--- config.mk ---
export PLATFORM = sky130hd
export DESIGN_NAME = seq_signed_divider_flat
export DESIGN_NICKNAME = d
export VERILOG_FILES = /design/src/rtl/seq_signed_divider_if.sv /design/src/rtl/seq_signed_divider.sv /design/src/flat_wrapper.sv
export SDC_FILE = /design/constraint.sdc
export NUM_CORES = 1
export LEC_CHECK = 0
export CORE_UTILIZATION = 40
export CTS_CLUSTER_SIZE = 12
export DETAILED_ROUTE_END_ITERATION = 10
export PLACE_DENSITY_LB_ADDON = 0.1
export SLEW_MARGIN = 20
export SYNTH_ARGS = -nofsm -noshare
export SYNTH_HDL_FRONTEND = slang
export SYNTH_SLANG_ARGS = --single-unit
--- constraint.sdc ---
create_clock -name clk -period 2.8 [get_ports clk]
set_input_delay 0.42 -clock clk [delete_from_list [all_inputs] [get_ports clk]]
set_output_delay 0.42 -clock clk [all_outputs]
set_load 0.005 [all_outputs]
--- src/rtl/seq_signed_divider_if.sv ---
// Operand/result bundle for the sequential signed divider.
// The requester drives start/operands; the divider returns status and results.
interface seq_signed_divider_if #(parameter int WIDTH = 8);
    logic             start;
    logic [WIDTH-1:0] dividend;
    logic [WIDTH-1:0] divisor;
    logic             busy;
    logic             done;
    logic [WIDTH-1:0] quotient;
    logic [WIDTH-1:0] remainder;
    logic             div_by_zero;
    logic             overflow;

    modport master (
        output start, dividend, divisor,
        input  busy, done, quotient, remainder, div_by_zero, overflow
    );

    modport slave (
        input  start, dividend, divisor,
        output busy, done, quotient, remainder, div_by_zero, overflow
    );
endinterface

--- src/rtl/seq_signed_divider.sv ---
// Multi-cycle signed divider: one restoring step per clock on operand magnitudes,
// followed by a single sign-fix cycle that publishes results and pulses done.
module seq_signed_divider #(
    parameter int WIDTH = 8
) (
    input  logic                 clk,
    input  logic                 rst_n,
    input  logic                 ena,
    seq_signed_divider_if.slave  bus
);
    localparam int CW = $clog2(WIDTH + 1);
    localparam logic [WIDTH-1:0] MIN_VAL = {1'b1, {(WIDTH-1){1'b0}}};

    typedef enum logic [1:0] {IDLE, CALC, FIX} state_t;

    state_t           state, state_nxt;
    logic [CW-1:0]    count;
    logic [WIDTH:0]   prem;
    logic [WIDTH-1:0] qreg, dmag, dvd_raw;
    logic             sign_q, sign_r, dz_pend, ovf_pend;
    logic             busy_r, done_r, dz_r, ovf_r;
    logic [WIDTH-1:0] quot_r, rem_r;
    logic [WIDTH:0]   shifted, trial;

    // Next state
    always_comb begin
        state_nxt = state;
        case (state)
            IDLE:    if (bus.start) state_nxt = (bus.divisor == '0) ? FIX : CALC;
            CALC:    if (count == CW'(1)) state_nxt = FIX;
            FIX:     state_nxt = IDLE;
            default: state_nxt = IDLE;
        endcase
    end

    always_ff @(posedge clk) begin
        if (!rst_n)   state <= IDLE;
        else if (ena) state <= state_nxt;
    end

    // One restoring step: shift the next dividend bit into the partial remainder
    always_comb begin
        shifted = {prem[WIDTH-1:0], qreg[WIDTH-1]};
        trial   = shifted - {1'b0, dmag};
    end

    always_ff @(posedge clk) begin
        if (!rst_n) begin
            count    <= '0;
            prem     <= '0;
            qreg     <= '0;
            dmag     <= '0;
            dvd_raw  <= '0;
            sign_q   <= 1'b0;
            sign_r   <= 1'b0;
            dz_pend  <= 1'b0;
            ovf_pend <= 1'b0;
            busy_r   <= 1'b0;
            done_r   <= 1'b0;
            dz_r     <= 1'b0;
            ovf_r    <= 1'b0;
            quot_r   <= '0;
            rem_r    <= '0;
        end else if (ena) begin
            done_r <= 1'b0;
            case (state)
                IDLE: if (bus.start) begin
                    sign_q   <= bus.dividend[WIDTH-1] ^ bus.divisor[WIDTH-1];
                    sign_r   <= bus.dividend[WIDTH-1];
                    // Negating the most negative value yields 2^(WIDTH-1), correct as unsigned
                    qreg     <= bus.dividend[WIDTH-1] ? -bus.dividend : bus.dividend;
                    dmag     <= bus.divisor[WIDTH-1]  ? -bus.divisor  : bus.divisor;
                    dvd_raw  <= bus.dividend;
                    dz_pend  <= (bus.divisor == '0);
                    ovf_pend <= (bus.dividend == MIN_VAL) && (bus.divisor == '1);
                    prem     <= '0;
                    count    <= CW'(WIDTH);
                    busy_r   <= 1'b1;
                end
                CALC: begin
                    if (!trial[WIDTH]) begin
                        prem <= trial;
                        qreg <= {qreg[WIDTH-2:0], 1'b1};
                    end else begin
                        prem <= shifted;
                        qreg <= {qreg[WIDTH-2:0], 1'b0};
                    end
                    count <= count - CW'(1);
                end
                FIX: begin
                    if (dz_pend) begin
                        quot_r <= '1;
                        rem_r  <= dvd_raw;
                        dz_r   <= 1'b1;
                        ovf_r  <= 1'b0;
                    end else begin
                        quot_r <= sign_q ? -qreg : qreg;
                        rem_r  <= sign_r ? -prem[WIDTH-1:0] : prem[WIDTH-1:0];
                        dz_r   <= 1'b0;
                        ovf_r  <= ovf_pend;
                    end
                    done_r <= 1'b1;
                    busy_r <= 1'b0;
                end
                default: ;
            endcase
        end
    end

    assign bus.busy        = busy_r;
    assign bus.done        = done_r;
    assign bus.quotient    = quot_r;
    assign bus.remainder   = rem_r;
    assign bus.div_by_zero = dz_r;
    assign bus.overflow    = ovf_r;
endmodule
--- src/flat_wrapper.sv ---
// flat-port wrapper written by rule: the top's interface ports become plain ports
module seq_signed_divider_flat 
#(
    parameter int WIDTH = 8
)
  (clk, rst_n, ena, bus_start, bus_dividend, bus_divisor, bus_busy, bus_done, bus_quotient, bus_remainder, bus_div_by_zero, bus_overflow);
  seq_signed_divider_if #(.WIDTH(WIDTH)) bus_i ();
  input  logic clk;
  input  logic rst_n;
  input  logic ena;
  input wire logic [$bits(bus_i.start)-1:0] bus_start;
  input wire logic [$bits(bus_i.dividend)-1:0] bus_dividend;
  input wire logic [$bits(bus_i.divisor)-1:0] bus_divisor;
  output wire logic [$bits(bus_i.busy)-1:0] bus_busy;
  output wire logic [$bits(bus_i.done)-1:0] bus_done;
  output wire logic [$bits(bus_i.quotient)-1:0] bus_quotient;
  output wire logic [$bits(bus_i.remainder)-1:0] bus_remainder;
  output wire logic [$bits(bus_i.div_by_zero)-1:0] bus_div_by_zero;
  output wire logic [$bits(bus_i.overflow)-1:0] bus_overflow;
  assign bus_i.start = bus_start;
  assign bus_i.dividend = bus_dividend;
  assign bus_i.divisor = bus_divisor;
  assign bus_busy = bus_i.busy;
  assign bus_done = bus_i.done;
  assign bus_quotient = bus_i.quotient;
  assign bus_remainder = bus_i.remainder;
  assign bus_div_by_zero = bus_i.div_by_zero;
  assign bus_overflow = bus_i.overflow;
  seq_signed_divider #(.WIDTH(WIDTH)) u_core (.clk(clk), .rst_n(rst_n), .ena(ena), .bus(bus_i));
endmodule
# Yosys cells after proc, flatten, opt, wreduce, memory -nomap -nowiden
# Cells that the tools add are included.
# classes
n_addsub,6
eq_ne,7
mux,23
n_bitwise,1
reduce_logical,10
# op_table
operator,count
8-bit two-way mux,9
8-bit negator,4
8-bit case mux with 2 select lines,2
8-bit == test (second input constant),2
3-bit AND reduction,4
9-bit by 8-bit subtractor with 9-bit output,1
8-bit logical NOT,1
4-bit case mux with 2 select lines,1
2-bit two-way mux,3
1-bit two-way mux,5
4-bit by 1-bit == test with 1-bit output (second input constant),1
4-bit two-way mux,1
2-bit case mux with 2 select lines,1
2-bit nonzero test,2
4-bit by 1-bit subtractor with 4-bit output (second input constant),1
2-bit by 1-bit == test with 1-bit output (second input constant),1
2-bit == test (second input constant),1
2-bit logical NOT,1
2-bit by 1-bit inequality test with 1-bit output (second input constant),1
2-bit inequality test (second input constant),1
1-bit case mux with 2 select lines,1
2-bit AND reduction,1
1-bit logical AND,1
1-bit XOR,1
# totals
register_bits,62
inputBits,20
out_inout_bits,20
word_cells,63

# Depth between registers and ports, before layout
# Gate-level depths: netlist of the first run.
# depth
depth_word,4
ltp_mapped,10
depth_no_buf,9

# Worst setup path after synthesis of the first run
# OpenSTA, ideal clock, no wires.
# synth_path
path_kind,flip-flop to flip-flop
start,register u_core.qreg[7]
end,register u_core.prem[1]
setup_time_ns,0.059
arrival_ns,2.105
required_time_ns,2.741
slack_ns,0.636
path_stages_with_launch,11
path_buffers,1
synth_period_minus_slack_ns,2.164
cell_sequence,dfxtp_1 > inv_1 > ha_1 > fa_1 > nor2b_1 > o31ai_2 > and3_1 > a211oi_2 > buf_6 > mux2i_1 > a22o_1
# synth_between
elab_chain_len,3
# synth_lines
item,line,text
from (decl),seq_signed_divider.sv:19,"logic [WIDTH-1:0] qreg, dmag, dvd_raw;"
from (signal assigned),seq_signed_divider.sv:71,qreg <= bus.dividend[WIDTH-1] ? -bus.dividend : bus.dividend;
from (signal assigned),seq_signed_divider.sv:83,"qreg <= {qreg[WIDTH-2:0], 1'b1};"
from (signal assigned),seq_signed_divider.sv:86,"qreg <= {qreg[WIDTH-2:0], 1'b0};"
9-bit by 8-bit subtractor with 9-bit output,seq_signed_divider.sv:44,"trial = shifted - {1'b0, dmag};"
8-bit two-way mux,seq_signed_divider.sv:81,if (!trial[WIDTH]) begin
8-bit case mux with 2 select lines,seq_signed_divider.sv:66,case (state)
to (signal assigned),seq_signed_divider.sv:82,prem <= trial;
to (signal assigned),seq_signed_divider.sv:85,prem <= shifted;
to (decl),seq_signed_divider.sv:18,logic [WIDTH:0] prem;
# Every way passes these cells.
# A chain may end at the register's enable or synchronous reset.

# Final worst setup path of the first run
# Ends and elaborated chain as after synthesis.

==> results.sh, run 1 <==
export IMPL_status="finished clean"
export IMPL_core_um2=8340
export IMPL_die_x_um=95.4
export IMPL_ys_seq_area_frac=0.350
export IMPL_slew_headroom=0.388
export IMPL_hold_viol_final=0
export IMPL_synth_top_cell_area_share=0.350
export IMPL_critPathRequiredTime_ps=3030
export IMPL_rsz0062_at_grt="no"
export IMPL_peakVddDrop_mv=0.188
export IMPL_pin_count=40
export IMPL_critPathSlowestCell="fa_1"
export IMPL_route_detailed_drc=0
export IMPL_cts_buffers=9
export IMPL_cts_sinks=61
export IMPL_worst_r2r_cell_count=10
export IMPL_gp_congestion=0.854
export IMPL_synthMostInstantiatedCell="nand2_1"
export IMPL_slew_viol_final=0
export IMPL_post_cts_buffers=0
export IMPL_hold_path_class="reg2reg"
export IMPL_ant_nets=0
export IMPL_drt_pre_antenna_iters=4
export IMPL_synth_commonest_cells="72 x nand2_1, 61 x dfxtp_1, 25 x o21ai_0"
export IMPL_rows=33
export IMPL_period_minus_slack_ps=2340
export IMPL_synth_async_sr_flop_share=0
export IMPL_power_leakage_nw=1.63
export IMPL_p_int_mw=1.46
export IMPL_power_density_nw_per_um2=506
export IMPL_n_antenna_cell=0
export IMPL_wirelength_mm=8.23
export IMPL_switching_share=0.307
export IMPL_initialDrtViolationCount=143
export IMPL_path_clk_slew_ps=80
export IMPL_cts_resized=0
export IMPL_worstPathArrival_ps=2580
export IMPL_layout_nets=499
export IMPL_die_y_um=95.4
export IMPL_cts_tree="done"
export IMPL_power_mw=2.10
export IMPL_post_place_ws_ps=423
export IMPL_syn_inst=429
export IMPL_grt_pass1_vias=2894
export IMPL_cap_violations=0
export IMPL_grt_max_degree=28
export IMPL_power_switching_mw=0.646
export IMPL_port_buffers=39
export IMPL_route_met3_wl_um=307
export IMPL_critPathLaunchType="flip-flop"
export IMPL_die_area_um2=9090
export IMPL_ys_top_cells_by_area="dfxtp_1 35%, nand2_1 7.8%, ha_1 5.4%"
export IMPL_vias_per_cell=5.29
export IMPL_max_stage_delay_ps=410
export IMPL_max_freq_ghz=0.426
export IMPL_crit_chain="inv_1 -> ha_1 -> fa_1 -> nor2b_1 -> o31ai_2 -> a311oi_1 -> a211oi_2 -> buf_4 -> mux2i_1 -> a22o_1"
export IMPL_syn_nets=465
export IMPL_setup_ws_ps=455
export IMPL_dr_wl_met2_mm=3.57
export IMPL_synth_distinct_cells=54
export IMPL_fin_skew_ps=15.0
export IMPL_avgSynthCellArea_um2=8.13
export IMPL_antenna_found_initial=0
export IMPL_top_layer="met4"
export IMPL_tns_ps=0
export IMPL_grt_usage=0.205
export IMPL_regArea_um2=1220
export IMPL_floorplan_initialDensity=0.418
export IMPL_crit_family="compound AO/OA/AOI/OAI gates"
export IMPL_crit_path_max_fanout=11
export IMPL_worst_path_stages=10
export IMPL_clock_latency_ps=350
export IMPL_cts_hold_buf=0
export IMPL_n_fill_cell=839
export IMPL_wl_met1_mm=4.22
export IMPL_ys_ff_latch=61
export IMPL_drive_above_1_share=0.0641
export IMPL_hold_path_depth=2
export IMPL_htreeDepth=3
export IMPL_synth_edf_count=0
export IMPL_wl_per_cell_um=14.4
export IMPL_p_comb_frac=0.200
export IMPL_netlist_area_um2=3490
export IMPL_dp_hpwl_mm=6.14
export IMPL_cts_path_max_buffers=2
export IMPL_tightest_slew_ps=916
export IMPL_p_clk_frac=0.350
export IMPL_finalSetupViolCount=0
export IMPL_multi_input_area_um2=2070
export IMPL_critPathKind="reg2reg"
export IMPL_seqPwrFrac=0.451
export IMPL_grt_pass1_wl_mm=14.2
export IMPL_vias=3029
export IMPL_ys_flop_type="dfxtp_1"
export IMPL_area_growth_pct=19.1
export IMPL_synth_top_area_cell="dfxtp_1"
export IMPL_yosys_warnings=0
export IMPL_cp_end_kind="flip-flop"
export IMPL_cts_root_buf="clkbuf_8"
export IMPL_fin_crit_sh=0.837
export IMPL_crit_buf_inv=2
export IMPL_grt_overflow_total=0
[power groups by stage]
stage	Clock, mW	Combinational (mW)	Sequential (mW)
after floorplan	0	0.319	0.951
after global placement	0	0.418	0.967
after detailed placement	0	0.421	0.968
after CTS	0.751	0.423	0.948
after global routing	0.800	0.471	0.954
final	0.735	0.419	0.948
[metal layers]
metal	vias up	global-route usage
met3	9	0.0407
met5	-	0
met4	0	0.0732
met1	1397	0.278
li1	1564	-
met2	59	0.320
[state kept, by name, summed over array words and instances (netlist names), 2 cells and up]
| name | cells |
|---|---|
| u_core.dvd_raw | 7 |
| u_core.bus.quotient | 8 |
| u_core.bus.remainder | 8 |
| u_core.qreg | 8 |
| u_core.count | 4 |
| u_core.state | 2 |
| u_core.dmag | 8 |
| u_core.prem | 8 |
[final timing paths]
path	to	slack, ps	start
setup / recovery	u_core.prem[1]$_SDFFE_PN0P_	460	u_core.qreg[7]$_SDFFE_PN0P_
hold / removal	u_core.bus.remainder[6]$_SDFFE_PN0P_	450	u_core.bus.remainder[6]$_SDFFE_PN0P_
setup reg to reg	u_core.prem[1]$_SDFFE_PN0P_	460	u_core.qreg[7]$_SDFFE_PN0P_
hold reg to reg	u_core.bus.remainder[6]$_SDFFE_PN0P_	450	u_core.bus.remainder[6]$_SDFFE_PN0P_
[cell type report]
cell class | instances | share of cell area
Timing Repair Buffer | 48 | 0.110
Clock buffer | 10 | 0.0331
Clock inverter | 6 | 0.0111
Multi-Input combinational cell | 319 | 0.498
Sequential cell | 61 | 0.294
Tap cell | 105 | 0.0316
Inverter | 24 | 0.0217
[cell families after synthesis]
group	synth area share
flops	0.350
mux	0.0230
fa+ha+maj	0.0596
compound gates	0.223
buf+inv	0.0564
xor+xnor	0.0704
simple gates	0.218
[worst min-delay path: cells and delay by family, from the launching register on]
family / cells / cell delay (ps)
AND/OR/NAND/NOR: 2 / 100
flip-flops: 1 / 310
[per-stage QoR]
step                      cells   util  hold slack (ps)  area (um^2)
after detailed placement    557  0.476              445         3970
after floorplan             429      -              438         3490
after global routing        573  0.498              486         4150
after global placement      557  0.476              446         3970
final                       573  0.498              454         4150
after CTS                   573  0.498              457         4150
[placed cells by master (no fill, tap or decap), types with 5 or more instances in the layout]
cell              n
o21ai_0          25
nor2_1           18
o21ai_1           5
dfxtp_1          61
nor2b_1          11
clkbuf_8         10
inv_1            24
nor3_1            9
clkdlybuf4s50_1  39
o31ai_1           5
buf_4             9
mux2i_1           8
ha_1             15
and2_1            5
a21oi_1          11
nand3_1          13
o211a_1          10
xor2_1           13
nand2b_1          7
xnor2_1          15
nand2_1          72
a21boi_0         22
No activity file was read; power rests on OpenSTA's default activity.
==> inputs of run 2 (changes only) <==
==> constraint.sdc (replaced) <==
create_clock -name clk -period 1.9 [get_ports clk]
set_input_delay 0.285 -clock clk [delete_from_list [all_inputs] [get_ports clk]]
set_output_delay 0.285 -clock clk [all_outputs]
set_load 0.005 [all_outputs]
==> run 2 against run 1 <==
Maximum frequency increased by 9.5%; the run now ends with setup timing left; critical path type unchanged; critical endpoint is now u_core.prem[6]$_SDFFE_PN0P_; critical path depth stayed put; design area grew 14%.
==> results.sh, run 2 (synthesized netlist as in run 1, its figures left out) <==
export IMPL_cts_sinks=61
export IMPL_finalSetupViolCount=9
export IMPL_fin_skew_ps=9.81
export IMPL_fin_crit_sh=1.13
export IMPL_final_common_cell="nand2_1"
export IMPL_max_stage_delay_ps=360
export IMPL_area_growth_pct=36.1
export IMPL_cts_hold_buf=0
export IMPL_cts_buffers=9
export IMPL_port_buffers=39
export IMPL_vias=3284
export IMPL_r2r_end="u_core.prem[6]$_SDFFE_PN0P_"
export IMPL_critPathKind="reg2reg"
export IMPL_die_x_um=95.4
export IMPL_placed_area_um2=4470
export IMPL_power_density_nw_per_um2=733
export IMPL_drt_pre_antenna_iters=4
export IMPL_slew_viol_final=0
export IMPL_core_um2=8340
export IMPL_reg2reg_setup_slack_ps=-240
export IMPL_rows=33
export IMPL_path_clk_slew_ps=70
export IMPL_hold_path_class="reg2reg"
export IMPL_worstPathArrival_ps=2360
export IMPL_n_antenna_cell=0
export IMPL_cts_tree="done"
export IMPL_worst_r2r_cell_count=10
export IMPL_rsz0062_at_grt="yes"
export IMPL_htreeDepth=3
export IMPL_route_detailed_drc=0
export IMPL_antenna_found_initial=0
export IMPL_critPathRequiredTime_ps=2120
export IMPL_grt_pass1_wl_mm=15.5
export IMPL_layout_common_cells="72 x nand2_1, 71 x buf_4, 59 x dfxtp_1, 39 x clkdlybuf4s50_1, 24 x o21ai_0"
export IMPL_wl_per_cell_um=14.1
export IMPL_max_freq_ghz=0.467
export IMPL_layout_nets=564
export IMPL_crit_path_max_fanout=5
export IMPL_die_y_um=95.4
export IMPL_peakVddDrop_mv=0.331
export IMPL_gp_congestion=0.893
export IMPL_cts_root_buf="clkbuf_8"
export IMPL_grt_usage=0.221
export IMPL_drive_above_1_share=0.199
export IMPL_post_route_cell_area_um2=4750
export IMPL_power_leakage_nw=1.98
export IMPL_failed_checks="setup timing"
export IMPL_cp_end_kind="flip-flop"
export IMPL_r2r_start="u_core.qreg[7]$_SDFFE_PN0P_"
export IMPL_status="finished with violations"
export IMPL_tightest_slew_ps=614
export IMPL_critPathSlowestCell="fa_2"
export IMPL_initialDrtViolationCount=196
export IMPL_setup_ws_ps=-241
export IMPL_floorplan_initialDensity=0.418
export IMPL_critPathLaunchType="flip-flop"
export IMPL_vias_per_cell=5.15
export IMPL_cap_violations=0
export IMPL_crit_chain="inv_2 -> ha_4 -> fa_2 -> nor2b_4 -> o31ai_4 -> and3_1 -> a211oi_2 -> buf_6 -> mux2i_2 -> o21ai_1"
export IMPL_cts_path_max_buffers=2
export IMPL_clock_latency_ps=340
export IMPL_grt_overflow_total=0
export IMPL_wirelength_mm=9.00
export IMPL_die_area_um2=9090
export IMPL_min_to="u_core.bus.remainder[6]$_SDFFE_PN0P_"
export IMPL_instances_no_fill=638
export IMPL_placed_cells=620
export IMPL_period_minus_slack_ps=2140
export IMPL_ant_nets=0
export IMPL_grt_pass1_vias=3229
export IMPL_hold_path_depth=2
export IMPL_grt_max_degree=30
export IMPL_hold_viol_final=0
export IMPL_slew_headroom=0.580
export IMPL_dp_hpwl_mm=6.92
export IMPL_min_delay_start="u_core.bus.remainder[6]$_SDFFE_PN0P_"
export IMPL_pin_count=40
## run 2: changes by cell type in the layout (fill, tap and decap cells not counted), moves of 2 or more
cell	change
buf_4	+62
a21oi_1	-2
a21oi_2	+2
buf_6	+2
bufinv_16	+2
clkinv_2	+2
clkinv_4	-2
dfxtp_1	-2
dfxtp_2	+2
## run 2: worst max path at each step
stage,startpoint,endpoint,slack (ps),cells after the start
after detailed placement,u_core.qreg[7]$_SDFFE_PN0P_,u_core.prem[1]$_SDFFE_PN0P_,-270,10
final,u_core.qreg[7]$_SDFFE_PN0P_,u_core.prem[6]$_SDFFE_PN0P_,-240,10
after floorplan,u_core.qreg[7]$_SDFFE_PN0P_,u_core.prem[1]$_SDFFE_PN0P_,-140,10
after CTS,u_core.qreg[7]$_SDFFE_PN0P_,u_core.prem[6]$_SDFFE_PN0P_,-280,10
after global routing,u_core.qreg[7]$_SDFFE_PN0P_,u_core.prem[6]$_SDFFE_PN0P_,-320,10
after global placement,u_core.qreg[7]$_SDFFE_PN0P_,u_core.prem[1]$_SDFFE_PN0P_,-190,10
## run 2: stage by stage
step	total power, mW	setup TNS, ps	hold WS [ps]	util	setup WS (ps)
finish	3.48	-1560	457	0.569	-241
global route	3.66	-2370	480	0.569	-318
CTS	3.48	-1890	459	0.566	-278
detailed placement	2.17	-2580	448	0.536	-268
global placement	2.15	-1580	448	0.536	-194
floorplan	1.88	-854	430	-	-139
## run 2: where the power goes
group,internal (mW),switching (mW),leakage (nW),total (mW)
sequential,1.34,0.0514,0.497,1.39
clock,0.731,0.535,0.105,1.27
combinational,0.431,0.394,1.38,0.825
## run 2: layout make-up
| cell class | count | area (um^2) |
|---|---|---|
| Timing Repair Buffer | 113 | 966 |
| Fill cell | 830 | 3590 |
| Clock inverter | 7 | 90.1 |
| Clock buffer | 9 | 124 |
| Sequential cell | 61 | 1220 |
| Multi-Input combinational cell | 319 | 2120 |
| Tap cell | 105 | 131 |
| Inverter | 24 | 90.1 |
## run 2: timing repair
| item | 4_1_cts | 5_1_grt |
|---|---|---|
| endpoints found under the setup margin | 9 | 9 |
| setup buffers | 1 | 0 |
| pin swaps | 5 | 3 |
| endpoints found under the hold margin | 0 | 0 |
| gates cloned | 1 | 0 |
| resized for setup | 6 | 7 |
## run 2: metal layers
layer | GRT usage | vias to the layer above | part of all wire | wire length (um)
li1 | - | 1695 | - | -
met3 | 0.0526 | 8 | 0.045 | 409
met4 | 0.0568 | 0 | 0.0091 | 82
met1 | 0.297 | 1504 | 0.49 | 4430
met2 | 0.352 | 77 | 0.45 | 4080
met5 | 0 | - | 0 | 0
## run 2: worst max-delay path: cells and delay by family, from the launching register on
family                   cells  cell delay [ps]
adder cells (fa/ha/maj)      2              510
AO/OA/AOI/OAI                3              420
flip-flops                   1              330
AND/OR/NAND/NOR              2              320
buffers and inverters        2              220
multiplexers                 1              220
==> inputs of run 3 (changes only) <==
--- a/config.mk
+++ b/config.mk
@@ -6,10 +6,10 @@
 export NUM_CORES = 1
 export LEC_CHECK = 0
 export CORE_UTILIZATION = 40
-export CTS_CLUSTER_SIZE = 12
 export DETAILED_ROUTE_END_ITERATION = 10
 export PLACE_DENSITY_LB_ADDON = 0.1
 export SLEW_MARGIN = 20
 export SYNTH_ARGS = -nofsm -noshare
 export SYNTH_HDL_FRONTEND = slang
 export SYNTH_SLANG_ARGS = --single-unit
+export TNS_END_PERCENT = 50
==> run 3 against run 2 <==
The flow still finishes with violations (setup timing); sequential share of layout area rose by 0.11 points; register-to-register slack better by 100 ps; count of clock-buffer cells in the layout grew 2.
==> results.sh, run 3 (synthesized netlist as in run 1, its figures left out) <==
export IMPL_failed_checks="setup timing"
export IMPL_slew_headroom=0.556
export IMPL_cp_end_kind="flip-flop"
export IMPL_core_um2=8340
export IMPL_port_buffers=39
export IMPL_seqPwrFrac=0.430
export IMPL_regArea_um2=1220
export IMPL_slew_viol_final=0
export IMPL_cts_path_max_buffers=2
export IMPL_critPathRequiredTime_ps=2140
export IMPL_hold_path_depth=2
export IMPL_min_delay_start="u_core.bus.remainder[6]$_SDFFE_PN0P_"
export IMPL_grt_pass1_vias=3170
export IMPL_fin_crit_sh=1.07
export IMPL_switching_share=0.305
export IMPL_placed_cells=617
export IMPL_p_clk_frac=0.315
export IMPL_critPathLaunchType="flip-flop"
export IMPL_tns_ps=-1070
export IMPL_vias=3302
export IMPL_multi_input_area_um2=2140
export IMPL_power_density_nw_per_um2=683
export IMPL_gp_congestion=0.868
export IMPL_cts_hold_buf=0
export IMPL_ant_nets=0
export IMPL_die_area_um2=9090
export IMPL_hold_path_class="reg2reg"
export IMPL_met3_usage=0.0486
export IMPL_rows=33
export IMPL_route_detailed_drc=0
export IMPL_max_freq_ghz=0.491
export IMPL_initialDrtViolationCount=161
export IMPL_pin_count=40
export IMPL_peakVddDrop_mv=0.345
export IMPL_final_common_cell="nand2_1"
export IMPL_cp_startpoint="u_core.qreg[7]$_SDFFE_PN0P_"
export IMPL_worst_r2r_cell_count=11
export IMPL_p_int_mw=2.25
export IMPL_die_x_um=95.4
export IMPL_r2r_start="u_core.qreg[7]$_SDFFE_PN0P_"
export IMPL_grt_pass1_wl_mm=15.5
export IMPL_grt_overflow_total=0
export IMPL_finalSetupViolCount=9
export IMPL_path_clk_slew_ps=70
export IMPL_setup_ws_ps=-138
export IMPL_holdWs_ps=461
export IMPL_instances_no_fill=636
export IMPL_drt_pre_antenna_iters=5
export IMPL_n_fill_cell=795
export IMPL_wl_per_cell_um=14.1
export IMPL_tightest_slew_ps=666
export IMPL_use_met1=0.308
export IMPL_n_antenna_cell=0
export IMPL_grt_usage=0.223
export IMPL_power_switching_mw=0.984
export IMPL_area_growth_pct=35.6
export IMPL_grtUsageMet2=0.348
export IMPL_crit_path_max_fanout=5
export IMPL_top_usage_layer="met2"
export IMPL_cts_sinks=61
export IMPL_power_leakage_nw=1.96
export IMPL_fin_skew_ps=12.1
export IMPL_clock_latency_ps=350
export IMPL_worstPathArrival_ps=2280
export IMPL_die_y_um=95.4
export IMPL_p_comb_frac=0.255
export IMPL_critPathKind="reg2reg"
export IMPL_wirelength_mm=8.98
export IMPL_rsz0062_at_grt="yes"
export IMPL_cts_root_buf="clkbuf_8"
export IMPL_period_minus_slack_ps=2040
export IMPL_layout_common_cells="72 x nand2_1, 67 x buf_4, 59 x dfxtp_1, 39 x clkdlybuf4s50_1"
export IMPL_power_mw=3.23
export IMPL_status="finished with violations"
export IMPL_floorplan_initialDensity=0.418
export IMPL_cts_tree="done"
export IMPL_antenna_found_initial=0
export IMPL_htreeDepth=3
export IMPL_layout_nets=562
export IMPL_grt_max_degree=29
export IMPL_dp_hpwl_mm=6.78
export IMPL_vias_per_cell=5.19
export IMPL_cts_buffers=9
export IMPL_drive_above_1_share=0.194
export IMPL_hold_viol_final=0
export IMPL_cap_violations=0
run 3: metal layers:
layer	routed length (um)	share of wire
met2	4040	0.45
met4	114	0.013
met1	4520	0.50
met5	0	0
met3	310	0.035
run 3: final timing paths:
kind                                     endpoint  slack, ps
max reg2reg           u_core.prem[7]$_SDFFE_PN0P_       -140
min          u_core.bus.remainder[6]$_SDFFE_PN0P_        460
min reg2reg  u_core.bus.remainder[6]$_SDFFE_PN0P_        460
max                   u_core.prem[7]$_SDFFE_PN0P_       -140
run 3: through the flow:
step	util	area [um^2]	worst slack, ps
global placement	0.537	4480	-196
global route	0.567	4730	-266
finish	0.567	4730	-138
floorplan	-	3500	-139
CTS	0.560	4670	-203
detailed placement	0.537	4480	-246
run 3: power groups by stage:
stage	logic, mW	registers, mW	clock network (mW)
2_1_floorplan	0.473	1.40	0
3_3_place_gp	0.742	1.42	0
3_5_place_dp	0.756	1.42	0
4_1_cts	0.788	1.39	1.04
5_1_grt	0.904	1.40	1.11
6_report	0.822	1.39	1.02
run 3: timing repair:
item | 4_1_cts | 5_1_grt
setup buffers | 1 | 1
pin swaps | 9 | 5
gates cloned | 1 | 0
gates resized for setup | 4 | 11
endpoints found under the setup margin | 9 | 10
run 3: cell type report:
type	instances	area share
Clock buffer	11	0.0278
Clock inverter	5	0.00794
Inverter	24	0.0191
Multi-Input combinational cell	319	0.452
Sequential cell	61	0.259
Tap cell	105	0.0278
Timing Repair Buffer	111	0.207
run 3: worst max-delay path, stage by stage, from the launching register on:
cell	delay, ps
dfxtp_2	330
inv_2	50
ha_4	150
fa_2	360
nor2b_4	150
o31ai_4	80
and3_1	160
a211oi_2	210
buf_4	160
buf_6	110
a2bb2oi_2	120
o21ai_1	60
